--- src/rtl/drac_pkg.sv ---
// Shared types and constants for the execute-stage operand buffer.
// Latency: n/a (types only).
// Backpressure: n/a (types only).
package drac_pkg;

    typedef logic [63:0] bus64_t;

    typedef enum logic [3:0] {
        ALU_ADD  = 4'd0,
        ALU_SUB  = 4'd1,
        ALU_AND  = 4'd2,
        ALU_OR   = 4'd3,
        ALU_XOR  = 4'd4,
        ALU_SLL  = 4'd5,
        ALU_SRL  = 4'd6,
        ALU_SRA  = 4'd7,
        ALU_SLT  = 4'd8,
        ALU_SLTU = 4'd9
    } alu_op_t;

    // Fixed two-deep skid buffer between register read and the integer unit.
    localparam int EXE_BUF_DEPTH = 2;

    typedef struct packed {
        alu_op_t    alu_op;
        logic [4:0] rs1_idx;
        logic [4:0] rs2_idx;
        logic [4:0] rd_idx;
        logic       use_imm;
        bus64_t     op1;
        bus64_t     op2;
    } exe_entry_t;

endpackage

--- src/rtl/exe_fwd_mux.sv ---
// Selects writeback data over register data when the writeback targets this index.
// Latency: combinational.
// Backpressure: none.
module exe_fwd_mux
    import drac_pkg::*;
(
    input  logic [4:0] idx_i,
    input  bus64_t     data_i,
    input  logic       wb_we_i,
    input  logic [4:0] wb_rd_i,
    input  bus64_t     wb_data_i,
    output bus64_t     data_o
);

    // x0 is hardwired, so a writeback naming it never replaces the operand.
    assign data_o = (wb_we_i && (wb_rd_i == idx_i) && (idx_i != 5'd0)) ? wb_data_i : data_i;

endmodule

--- src/rtl/exe_operand_stage.sv ---
// Two-entry operand buffer between register read and the integer unit, with writeback forwarding.
// Latency: one cycle from push to valid_o when empty.
// Backpressure: ready_o is registered and drops when both entries are held; ready_i stalls the head.
module exe_operand_stage
    import drac_pkg::*;
(
    input  logic       clk_i,
    input  logic       rst_i,
    input  logic       flush_i,
    input  logic       valid_i,
    output logic       ready_o,
    input  logic [4:0] rs1_idx_i,
    input  logic [4:0] rs2_idx_i,
    input  logic [4:0] rd_idx_i,
    input  bus64_t     data_rs1_i,
    input  bus64_t     data_rs2_i,
    input  bus64_t     imm_i,
    input  logic       use_imm_i,
    input  alu_op_t    alu_op_i,
    input  logic       wb_we_i,
    input  logic [4:0] wb_rd_i,
    input  bus64_t     wb_data_i,
    output logic       valid_o,
    output bus64_t     data_rs1_o,
    output bus64_t     data_rs2_o,
    output alu_op_t    alu_op_o,
    output logic [4:0] rd_idx_o,
    input  logic       ready_i
);

    localparam int PTR_W = $clog2(EXE_BUF_DEPTH);

    localparam logic [1:0] EMPTY = 2'd0;
    localparam logic [1:0] ONE   = 2'd1;
    localparam logic [1:0] FULL  = 2'd2;

    logic [1:0]       occ_q;
    logic [1:0]       occ_next;
    logic [PTR_W-1:0] wr_ptr_q;
    logic [PTR_W-1:0] rd_ptr_q;
    logic             ready_q;
    logic             push;
    logic             pop;

    exe_entry_t buf_q [EXE_BUF_DEPTH];
    exe_entry_t new_entry;
    exe_entry_t head;

    bus64_t push_op1;
    bus64_t push_op2_reg;
    bus64_t fwd_op1 [EXE_BUF_DEPTH];
    bus64_t fwd_op2 [EXE_BUF_DEPTH];

    assign push = valid_i && ready_q && !flush_i;
    assign pop  = valid_o && ready_i;

    // Operands arriving this cycle see a same-cycle writeback.
    exe_fwd_mux u_fwd_push_rs1 (
        .idx_i     (rs1_idx_i),
        .data_i    (data_rs1_i),
        .wb_we_i   (wb_we_i),
        .wb_rd_i   (wb_rd_i),
        .wb_data_i (wb_data_i),
        .data_o    (push_op1)
    );

    exe_fwd_mux u_fwd_push_rs2 (
        .idx_i     (rs2_idx_i),
        .data_i    (data_rs2_i),
        .wb_we_i   (wb_we_i),
        .wb_rd_i   (wb_rd_i),
        .wb_data_i (wb_data_i),
        .data_o    (push_op2_reg)
    );

    // Buffered operands keep snooping writebacks; an immediate is shielded by
    // presenting index 0, which the mux never forwards.
    for (genvar g = 0; g < EXE_BUF_DEPTH; g++) begin : g_entry_fwd
        exe_fwd_mux u_fwd_rs1 (
            .idx_i     (buf_q[g].rs1_idx),
            .data_i    (buf_q[g].op1),
            .wb_we_i   (wb_we_i),
            .wb_rd_i   (wb_rd_i),
            .wb_data_i (wb_data_i),
            .data_o    (fwd_op1[g])
        );

        exe_fwd_mux u_fwd_rs2 (
            .idx_i     (buf_q[g].use_imm ? 5'd0 : buf_q[g].rs2_idx),
            .data_i    (buf_q[g].op2),
            .wb_we_i   (wb_we_i),
            .wb_rd_i   (wb_rd_i),
            .wb_data_i (wb_data_i),
            .data_o    (fwd_op2[g])
        );
    end

    // Assemble the entry written on a push.
    always_comb begin
        new_entry         = '0;
        new_entry.alu_op  = alu_op_i;
        new_entry.rs1_idx = rs1_idx_i;
        new_entry.rs2_idx = rs2_idx_i;
        new_entry.rd_idx  = rd_idx_i;
        new_entry.use_imm = use_imm_i;
        new_entry.op1     = push_op1;
        new_entry.op2     = use_imm_i ? imm_i : push_op2_reg;
    end

    // Next occupancy: flush wins, otherwise push/pop adjust the count.
    always_comb begin
        occ_next = occ_q;
        if (flush_i) begin
            occ_next = EMPTY;
        end else if (push && !pop) begin
            occ_next = occ_q + 2'd1;
        end else if (pop && !push) begin
            occ_next = occ_q - 2'd1;
        end
    end

    // Occupancy, pointers and the registered ready.
    always_ff @(posedge clk_i or posedge rst_i) begin
        if (rst_i) begin
            occ_q    <= EMPTY;
            wr_ptr_q <= '0;
            rd_ptr_q <= '0;
            ready_q  <= 1'b0;
        end else begin
            occ_q   <= occ_next;
            ready_q <= (occ_next != FULL);
            if (flush_i) begin
                wr_ptr_q <= '0;
                rd_ptr_q <= '0;
            end else begin
                if (push) wr_ptr_q <= wr_ptr_q + 1'b1;
                if (pop)  rd_ptr_q <= rd_ptr_q + 1'b1;
            end
        end
    end

    // Entry storage: write on push, otherwise refresh operands from writeback.
    always_ff @(posedge clk_i or posedge rst_i) begin
        if (rst_i) begin
            for (int i = 0; i < EXE_BUF_DEPTH; i++) buf_q[i] <= '0;
        end else begin
            for (int i = 0; i < EXE_BUF_DEPTH; i++) begin
                if (push && (wr_ptr_q == PTR_W'(i))) begin
                    buf_q[i] <= new_entry;
                end else begin
                    buf_q[i].op1 <= fwd_op1[i];
                    buf_q[i].op2 <= fwd_op2[i];
                end
            end
        end
    end

    assign head       = buf_q[rd_ptr_q];
    assign ready_o    = ready_q;
    assign valid_o    = (occ_q != EMPTY);
    assign data_rs1_o = valid_o ? head.op1    : '0;
    assign data_rs2_o = valid_o ? head.op2    : '0;
    assign alu_op_o   = valid_o ? head.alu_op : alu_op_t'(4'd0);
    assign rd_idx_o   = valid_o ? head.rd_idx : 5'd0;

endmodule

--- config.mk ---
export PLATFORM = sky130hd
export DESIGN_NAME = exe_operand_stage
export DESIGN_NICKNAME = d
export VERILOG_FILES = /design/src/rtl/drac_pkg.sv /design/src/rtl/exe_fwd_mux.sv /design/src/rtl/exe_operand_stage.sv
export SDC_FILE = /design/constraint.sdc
export NUM_CORES = 1
export LEC_CHECK = 0
export BUFFER_PORTS_ARGS = -buffer_cell sky130_fd_sc_hd__buf_4
export CORE_AREA = 2 2 178 180
export DETAILED_ROUTE_END_ITERATION = 7
export DIE_AREA = 0 0 180 182
export GPL_TIMING_DRIVEN = 0
export PLACE_DENSITY_LB_ADDON = 0.15
export SYNTH_ARGS = -nofsm -noshare
export SYNTH_HDL_FRONTEND = slang
export SYNTH_SLANG_ARGS = --single-unit
--- constraint.sdc ---
create_clock -name clk_i -period 21.2 [get_ports clk_i]
set_clock_uncertainty 0.1 [all_clocks]
set_input_delay 2.12 -clock clk_i [delete_from_list [all_inputs] [get_ports clk_i]]
set_output_delay 2.12 -clock clk_i [all_outputs]
set_load 0.05 [all_outputs]
# --- Word level (Yosys, flattened, before mapping) ---
# Index checks and enable logic that the tools add are counted.
totals:
  register_bits: 301
  inputBits: 287
  output_inout_bits: 139
  word_cells: 92
classes:
  addsub: 4
  order_cmp: 1
  n_eq_ne: 7
  n_mux: 25
  bitwise_logic: 2
  reduce_logical: 35
op_table:
  columns: ["operator", "n"]
  rows:
  - ["64-bit two-way mux", 9]
  - ["148-bit two-way mux", 3]
  - ["128-bit two-way mux", 2]
  - ["5-bit == test", 6]
  - ["5-bit nonzero test", 6]
  - ["1-bit logical AND", 19]
  - ["5-bit two-way mux", 3]
  - ["2-bit nonzero test", 7]
  - ["2-bit two-way mux", 3]
  - ["1-bit two-way mux", 4]
  - ["4-bit two-way mux", 1]
  - ["1-bit zero test", 3]
  - ["1-bit adder, second input constant", 2]
  - ["2-bit by 1-bit adder with 2-bit output, second input constant", 1]
  - ["2-bit greater-or-equal comparator, second input constant", 1]
  - ["2-bit inequality test, second input constant", 1]
  - ["1-bit inverter with 2-bit output", 1]
  - ["2-bit by 1-bit subtractor with 2-bit output, second input constant", 1]
  - ["1-bit inverter", 1]

# --- Depth between registers and ports, before layout ---
# Gate-level depths: netlist of run 1.
depth:
  depth_word: 8
  ltp_mapped: 8
  depth_no_buf: 6

# --- Modules after synthesis ---
# Synthesis of run 1 repeated with hierarchy kept, for this count alone.
unflattened:
  cells_unflattened: 1665
  area_unflattened_um2: 19093.3
modules_own_cells:
  columns: ["mod", "instances", "cells_each", "area_each_um2", "seq_area_each_um2"]
  rows:
  - ["exe_operand_stage", 1, 1185, 13770.7, 7532.2]
  - ["exe_fwd_mux", 6, 80, 887.1, 0.0]

# --- Worst setup path before layout of run 1 ---
# No wires, ideal clock.
synth_timing:
  path_kind: "reg2out"
  start: "register rd_ptr_q"
  end: "output data_rs1_o[14]"
  arrival_time_ps: 1945
  t_required_ps: 18980
  path_slack_ps: 17035
  stages_incl_launch_ff: 6
  path_buffers: 3
  cell_sequence: "dfrtp_1 > clkbuf_1 > clkbuf_1 > buf_1 > mux2i_1 > nor2_1"
synth_between:
  elab_chain_len: 5
synth_lines:
  columns: ["item", "line", "rtl"]
  rows:
  - ["start, declared", "exe_operand_stage.sv:40", "logic [PTR_W-1:0] rd_ptr_q;"]
  - ["start signal, assigned", "exe_operand_stage.sv:137", "if (pop) rd_ptr_q <= rd_ptr_q + 1'b1;"]
  - ["1-bit inverter with 2-bit output (not written as such)", "exe_operand_stage.sv:158", "assign head = buf_q[rd_ptr_q];"]
  - ["148-bit two-way mux (not written as such) (3 in series)", "exe_operand_stage.sv:158", null]
  - ["64-bit two-way mux", "exe_operand_stage.sv:161", "assign data_rs1_o = valid_o ? head.op1 : '0;"]
  - ["end, declared", "exe_operand_stage.sv:24", "output bus64_t data_rs1_o,"]
# Every way passes these cells. The select of a mux whose other input is x is not followed.

# --- Worst setup path in the final report of run 1 ---
layout_timing:
  start: "register rd_ptr_q"
  end: "output data_rs2_o[1]"
layout_between:
  elab_chain_len: 5
layout_lines:
  columns: ["item", "line", "rtl"]
  rows:
  - ["1-bit inverter with 2-bit output (not written as such)", "exe_operand_stage.sv:158", null]
  - ["148-bit two-way mux (not written as such) (3 in series)", "exe_operand_stage.sv:158", null]
  - ["64-bit two-way mux", "exe_operand_stage.sv:162", "assign data_rs2_o = valid_o ? head.op2 : '0;"]
  - ["end, declared", "exe_operand_stage.sv:25", "output bus64_t data_rs2_o,"]
# Every way passes these cells. The select of a mux whose other input is x is not followed.

==> flow_summary_export.csv, run 1 <==
group,metric,value,unit
yosys,synthMuxAreaShare,8.202,%
die,die_y,182,µm
clock_network,cts_tree,"done",
route,num_vias,16734,
clock_network,clk_pin_slew,0.06,ns
die,die_x,180,µm
clock_network,cts_buffer_depth,3,
global_route,grt.total_usage,37.09,%
yosys,synthXorXnorAreaFrac,1.431,%
clock_network,cts_htree_levels,2,
placement,dpl.hpwl,43.99,mm
route,vias_per_cell,6.411,
placement,io_buffer_count,421,
route,wl_per_cell,23.82,µm
critical_path,r2r-start,"ready_o$_DFF_PP0_",
yosys,synth-seq-cells,301,
global_route,antenna_found_initial,1,
sta,finalSetupTns,0,ns
final_layout,area_delta_synth_final,28.29,%
clock_network,clk_latency,0.51,ns
global_route,grt_pass1_vias,17145,
clock_network,cts-resized-gates,0,
yosys,synth_edf_count,0,
flow_run,max_cap_violations,0,
critical_path,crit_type,"flip-flop to primary output",
global_route,grt_remaining_overflow,0,
critical_path,startpoint_type,"flip-flop",
die,ioPinCount,426,
yosys,ys_warn_count,0,
critical_path,worstPathCellList,"clkbuf_1, clkbuf_1, buf_1, mux2i_1, nor2_1, buf_4",
placement,place.gp.congestion,0.8735,
clock_network,cts_buffers,34,
yosys,synth.distinct_cells,44,
power,power-per-cell-area,160.0,nW/µm²
global_route,grt_pass1_wl,95.41,mm
critical_path,crit_path_end_kind,"primary output",
power,ir_drop,0.1147,mV
route,finalWirelength,62.16,mm
sta,fin_crit_sh,25.22,%
power,power.total,3.517,mW
min_path,min_from,"buf_q[293]$_DFFE_PP0P_",
route,firstDrtPassIters,8,
critical_path,critPathMaxStageDelay,0.77,ns
power,leakagePower,9.996,nW
yosys,syn_nets,2013,
status,status,"finished with violations",
critical_path,crit_required,18.98,ns
sta,fin_hold_ws,0.3710,ns
yosys,synth_compound_area_share,25.22,%
clock_network,cts-root-buf,"clkbuf_16",
final_layout,fin_nets,2472,
die,core-area,30990,µm²
critical_path,crit_family,"buffers and inverters",
route,drt_iter0_markers,1803,
critical_path,crit_top_cell,"clkbuf_1",
global_route,grt_max_degree,128,
sta,slew_violations,0,
sta,setup_viol,0,
die,initial_core_util,55.29,%
sta,rsz0062_at_grt,"no",
yosys,synth-simple-area-share,11.55,%
route,ant_nets,0,
sta,finalHoldViolCount,0,
clock_network,cts_setup_buffers,0,
sta,slew_headroom,18.62,%
min_path,hold_path_class,"flip-flop to flip-flop",
yosys,yosysSeqAreaShare,43.97,%
critical_path,critPathArrivalTime,3.13,ns
yosys,synth_area_per_cell,9.931,µm²
placement,place_area,20860,µm²
die,std_cell_rows,65,
final_layout,design_area,21980,µm²
critical_path,critPathSlowestCell,"buf_1",
critical_path,worst-path-max-fanout,10,
clock_network,clock_sinks,301,
yosys,synth_top_family_by_area,"compound AO/OA/AOI/OAI gates",
status,violations,"design-rule violations",
yosys,synthCells,1725,
critical_path,startpoint,"rd_ptr_q$_DFFE_PP0P_",
sta,min_period,5.346,ns
clock_network,ctsHoldBuffers,0,
final_layout,drive_gt1_share,28.14,%
sta,max_freq,0.1871,GHz
sta,tightestPinTransition,1.216,ns
yosys,synthAdderAreaFrac,0.07304,%
yosys,yosys_most_used_dff,"dfrtp_1",
route,route.detailed.drc,43,
yosys,async_reset_ff_share,100.0,%
die,die_area,32760,µm²
critical_path,crit_buf_inv,4,
yosys,syn_area,17130,µm²
per-stage QoR:
stage,instances,setup slack [ns],utilization (%)
6_report,2610,15.85,70.93
5_1_grt,2610,15.87,70.93
4_1_cts,2609,15.94,70.92
3_5_place_dp,2550,16.49,67.31
3_3_place_gp,2548,7.573,67.11
2_1_floorplan,1725,10.66,-
area by class of cell:
type	count	area, µm²
Buffer	167	902.1
Antenna cell	1	2.502
Multi-Input combinational cell	1061	7961
Timing Repair Buffer	423	3216
Sequential cell	301	7532
Clock buffer	53	1086
Tap cell	402	503.0
Clock inverter	6	32.53
Inverter	196	743.2
Fill cell	2432	9007
layer usage:
metal / vias to the layer above / global-route usage, % / part of all wire, %
met5: - / 0 / 0
met1: 8158 / 47.19 / 37
met4: 0 / 19.64 / 5.4
met3: 227 / 8.383 / 11
li1: 7206 / - / -
met2: 1143 / 59.33 / 47
power by group:
group / leakage [nW] / internal (mW) / total [mW] / switching (mW)
registers: 3.36 / 0.853 / 1.02 / 0.162
logic: 6.09 / 0.672 / 1.91 / 1.24
clock network: 0.555 / 0.351 / 0.589 / 0.237
total: 10.0 / 1.88 / 3.52 / 1.64
cells by family (layout without fill, tap and decap cells):
logic type	count (synthesis)	after routing
compound gates	460	460
mux	140	140
simple gates	432	432
xor+xnor	28	28
other cells	0	1
buf+inv	363	845
fa+ha+maj	1	1
flops	301	301
final timing paths:
| path | to | cells past startpoint | slack [ns] |
|---|---|---|---|
| worst max-delay path | data_rs2_o[1] | 6 | 15.85 |
| min in group asynchronous | buf_q[162]$_DFFE_PP0P_ | 2 | 1.56 |
| worst max register to register | buf_q[151]$_DFFE_PP0P_ | 6 | 18.49 |
| worst min-delay path | buf_q[293]$_DFFE_PP0P_ | 2 | 0.37 |
| max in group asynchronous | buf_q[145]$_DFFE_PP0P_ | 3 | 18.40 |
| worst min register to register | buf_q[293]$_DFFE_PP0P_ | 2 | 0.37 |
worst reg2reg max path, cell delays in order (launching register included):
cell      delay [ns]
dfrtp_1         0.40
nand3b_1        0.22
nor2_4          0.28
clkbuf_1        0.68
clkbuf_1        0.52
o21ai_0         0.23
o221a_1         0.17
state kept, by name, indices dropped and copies added (netlist names):
name      cells
ready_o       1
buf_q       296
rd_ptr_q      1
wr_ptr_q      1
occ_q         2
synth_stat cells, types with 3 or more instances:
| master | n | area share (%) |
|---|---|---|
| buf_1 | 27 | 0.59 |
| a221oi_2 | 60 | 5.3 |
| nor2b_1 | 67 | 2.4 |
| nand2_1 | 130 | 2.8 |
| mux2_2 | 3 | 0.20 |
| mux2i_1 | 137 | 8.0 |
| o21ai_0 | 130 | 3.8 |
| xnor2_1 | 10 | 0.51 |
| a311oi_1 | 64 | 3.3 |
| clkbuf_1 | 69 | 1.5 |
| nor2_1 | 145 | 3.2 |
| buf_6 | 29 | 1.9 |
| o221a_1 | 128 | 8.4 |
| nor3_1 | 69 | 2.0 |
| dfrtp_1 | 301 | 44 |
| a222oi_1 | 64 | 3.7 |
| and2_1 | 4 | 0.15 |
| a221oi_1 | 4 | 0.20 |
| xor2_1 | 18 | 0.92 |
| buf_2 | 39 | 1.1 |
| inv_1 | 196 | 4.3 |
| a211oi_1 | 3 | 0.13 |
placed cells by master (no fill, tap or decap), drive strengths merged, types with 2 or more instances in the layout:
cell	count
a211oi	3
o221a	128
nand3	2
nor4	3
nor4b	2
and2	4
o21ai	132
mux2	3
inv	196
a311oi	64
mux2i	137
nor2b	67
o211ai	2
nor3	70
nor2	147
or2	2
xor2	18
xnor2	10
clkbuf	123
nand2	130
a222oi	64
clkinv	5
buf	520
dfrtp	301
a221oi	64
Power figures use the tool's default switching activity.
==> inputs of run 2 (changes only) <==
--- a/config.mk
+++ b/config.mk
@@ -5,10 +5,11 @@
 export SDC_FILE = /design/constraint.sdc
 export NUM_CORES = 1
 export LEC_CHECK = 0
+export ABC_AREA = 1
 export BUFFER_PORTS_ARGS = -buffer_cell sky130_fd_sc_hd__buf_4
-export CORE_AREA = 2 2 178 180
+export CORE_AREA = 2 2 211 213
 export DETAILED_ROUTE_END_ITERATION = 7
-export DIE_AREA = 0 0 180 182
+export DIE_AREA = 0 0 213 215
 export GPL_TIMING_DRIVEN = 0
 export PLACE_DENSITY_LB_ADDON = 0.15
 export SYNTH_ARGS = -nofsm -noshare
==> constraint.sdc (replaced) <==
create_clock -name clk_i -period 4.4 [get_ports clk_i]
set_clock_uncertainty 0.1 [all_clocks]
set_input_delay 0.44 -clock clk_i [delete_from_list [all_inputs] [get_ports clk_i]]
set_output_delay 0.44 -clock clk_i [all_outputs]
set_load 0.05 [all_outputs]
==> flow_summary_export.csv, run 2 <==
group,metric,value,unit
status,status,"finished clean",
sta,tightestPinTransition,1.363,ns
final_layout,design_area,27650,µm²
sta,slew_violations,0,
critical_path,critPathSlowestCell,"clkbuf_1",
yosys,yosys_most_used_dff,"dfrtp_1",
clock_network,cts-resized-gates,0,
die,die_x,213,µm
power,leakagePower,15.22,nW
power,swShare,49.63,%
clock_network,clock_sinks,301,
final_layout,top_register,"buf_q",
power,power-per-cell-area,606.9,nW/µm²
yosys,syn_area,22400,µm²
yosys,synth_top_area_share,33.62,%
critical_path,crit_top_cell,"clkbuf_1",
route,wl_per_cell,20.59,µm
final_layout,fin_nets,4155,
clock_network,cts_setup_buffers,0,
yosys,synth_area_per_cell,6.595,µm²
yosys,yosys-top-cells-area,"dfrtp_1, nand3_1, nand2_1",
route,vias_per_cell,5.648,
power,power_frac_seq,28.3,%
sta,fin_crit_sh,99.49,%
sta,rsz0062_at_grt,"no",
route,firstDrtPassIters,6,
yosys,synthXorXnorAreaFrac,0.3909,%
critical_path,crit_path_end_kind,"primary output",
final_layout,antennaDiodeCount,0,
route,route.detailed.drc,0,
yosys,synthMuxAreaShare,0,%
global_route,grt_remaining_overflow,0,
die,initial_core_util,51.33,%
final_layout,area_delta_synth_final,23.42,%
yosys,ys_warn_count,0,
placement,place.gp.congestion,0.9570,
die,ioPinCount,426,
power,pwr-share-comb,53.8,%
placement,io_buffer_count,422,
global_route,grt_pass1_vias,23944,
placement,dp.cells,4419,
clock_network,cts_tree,"done",
clock_network,ctsHoldBuffers,2,
power,p_int,8.454,mW
final_layout,drive_gt1_share,25.73,%
yosys,synth_edf_count,0,
final_layout,layout_commonest_cell,"nand3_1",
final_layout,final_cells,4486,
yosys,synth.distinct_cells,36,
yosys,synth_compound_area_share,4.468,%
clock_network,cts_buffer_depth,3,
final_layout,fin_util,63.36,%
die,die_y,215,µm
final_layout,most-common-layout-cells,"nand3_1, nand2_1, buf_4",
clock_network,cts_buffers,36,
route,drt_iter0_markers,2614,
placement,dpl.hpwl,67.67,mm
clock_network,clk_latency,0.56,ns
critical_path,crit_required,3.86,ns
die,core-area,43640,µm²
yosys,synth_common_cells,"nand3_1, nand2_1, nor2_1, inv_1, dfrtp_1",
route,num_vias,25338,
critical_path,critPathMaxStageDelay,0.76,ns
die,std_cell_rows,77,
critical_path,critPathArrivalTime,3.84,ns
sta,slew_headroom,9.120,%
sta,finalHoldViolCount,0,
yosys,yosysTopAreaCell,"dfrtp_1",
sta,max_freq,0.2284,GHz
power,pwr-share-clk,17.9,%
final_layout,largestRegisters,"buf_q: 296 flops, occ_q: 2 flops",
sta,min_period,4.378,ns
global_route,antenna_found_initial,1,
critical_path,worstPathCellList,"clkbuf_1, inv_1, clkbuf_1, clkbuf_1, nor2_1, nor2_1, buf_4",
final_layout,largest_register_ffs,296,
yosys,synth_top_family_by_area,"simple AND/OR/NAND/NOR gates",
die,die_area,45800,µm²
global_route,grt_pass1_wl,136.6,mm
yosys,synth-seq-cells,301,
clock_network,clk_pin_slew,0.06,ns
yosys,synth-simple-area-share,47.22,%
yosys,syn_nets,3685,
yosys,yosysSeqAreaShare,33.62,%
power,netSwitchingPower,8.328,mW
placement,place_area,26480,µm²
min_path,hold_path_class,"input port to flip-flop",
yosys,synthCells,3397,
critical_path,worst-path-max-fanout,10,
route,finalWirelength,92.36,mm
route,ant_nets,0,
global_route,grt.total_usage,39.37,%
clock_network,cts_htree_levels,2,
clock_network,cts-root-buf,"clkbuf_16",
flow_run,max_cap_violations,0,
critical_path,crit_type,"flip-flop to primary output",
sta,setup_viol,0,
power,ir_drop,0.4170,mV
global_route,grt_max_degree,41,
yosys,async_reset_ff_share,100.0,%
yosys,synthMostInstantiatedCell,"nand3_1",
yosys,synthAdderAreaFrac,0.05585,%
critical_path,startpoint_type,"flip-flop",
run 2: changes by cell type after synthesis, sizes merged, moves of 64 or more:
cell / previous run / this run
a222oi: 64 / 0
mux2i: 137 / 0
nor2: 147 / 419
a311oi: 64 / 0
nand4: 0 / 67
nand2: 130 / 731
or2: 2 / 67
nand3: 2 / 904
a221oi: 64 / 0
nor3: 70 / 2
nor2b: 67 / 0
buf: 97 / 202
o221a: 128 / 0
inv: 196 / 431
run 2: cells by family (layout without fill, tap and decap cells):
kind of cell | count (synthesis) | after routing
AO/OA/AOI/OAI | 195 | 195
XOR/XNOR | 10 | 10
adder cells (fa/ha/maj) | 1 | 1
buffers and inverters | 700 | 1197
flip-flops | 301 | 301
AND/OR/NAND/NOR | 2190 | 2190
run 2: final timing paths:
check	start	to	slack [ns]	depth (start not counted)
max	rd_ptr_q$_DFFE_PP0P_	data_rs2_o[4]	0.02	7
min	rs1_idx_i[2]	buf_q[141]$_DFFE_PP0P_	0.03	3
max reg2reg	rd_ptr_q$_DFFE_PP0P_	rd_ptr_q$_DFFE_PP0P_	1.73	5
min reg2reg	buf_q[145]$_DFFE_PP0P_	buf_q[145]$_DFFE_PP0P_	0.39	2
max in group asynchronous	rst_i	buf_q[242]$_DFFE_PP0P_	2.68	6
min in group asynchronous	rst_i	buf_q[15]$_DFFE_PP0P_	0.41	3
run 2: cell type report:
class | count | area [µm²]
plain buffers | 268 | 1569
clock buffers | 52 | 1031
clock inverters | 13 | 123.9
fillers | 4229 | 15990
inverters | 432 | 1625
multi-input cells | 2396 | 11680
flip-flops and latches | 301 | 7532
well taps | 592 | 740.7
repair buffers | 432 | 3348
run 2: through the flow:
step	setup WS [ns]	total power, mW	hold slack (ns)	TNS (ns)
final	0.02234	16.78	0.02824	0
after CTS	0.1844	16.59	0.02601	0
after floorplan	-0.1410	10.76	0.3478	-42.45
after global placement	-2.266	13.46	0.3627	-674.01
after detailed placement	0.7802	13.59	0.3686	0
after global routing	0.1504	17.69	0.04840	0
run 2: metal layers:
layer	GRT usage [%]	share of wire [%]	vias to the layer above	wire length (µm)
met5	0	0.015	-	14
met4	24.57	6.8	2	6274
met3	8.052	11	334	10150
met2	61.36	45	1501	41130
met1	49.86	38	11703	34790
li1	-	-	11798	-
run 2: power groups by stage:
stage                     clock network, mW  registers, mW  logic (mW)
after floorplan                           0           4.61        6.16
after global placement                    0           4.74        8.73
after detailed placement                  0           4.76        8.83
after CTS                              2.99           4.72        8.88
after global routing                   3.11           4.88        9.70
final                                  3.01           4.75        9.02
run 2: worst max-delay path: cells and delay by family (launching register included):
family                 cells  cell delay [ns]
AND/OR/NAND/NOR            2             0.40
flip-flops                 1             0.47
buffers and inverters      5             2.38
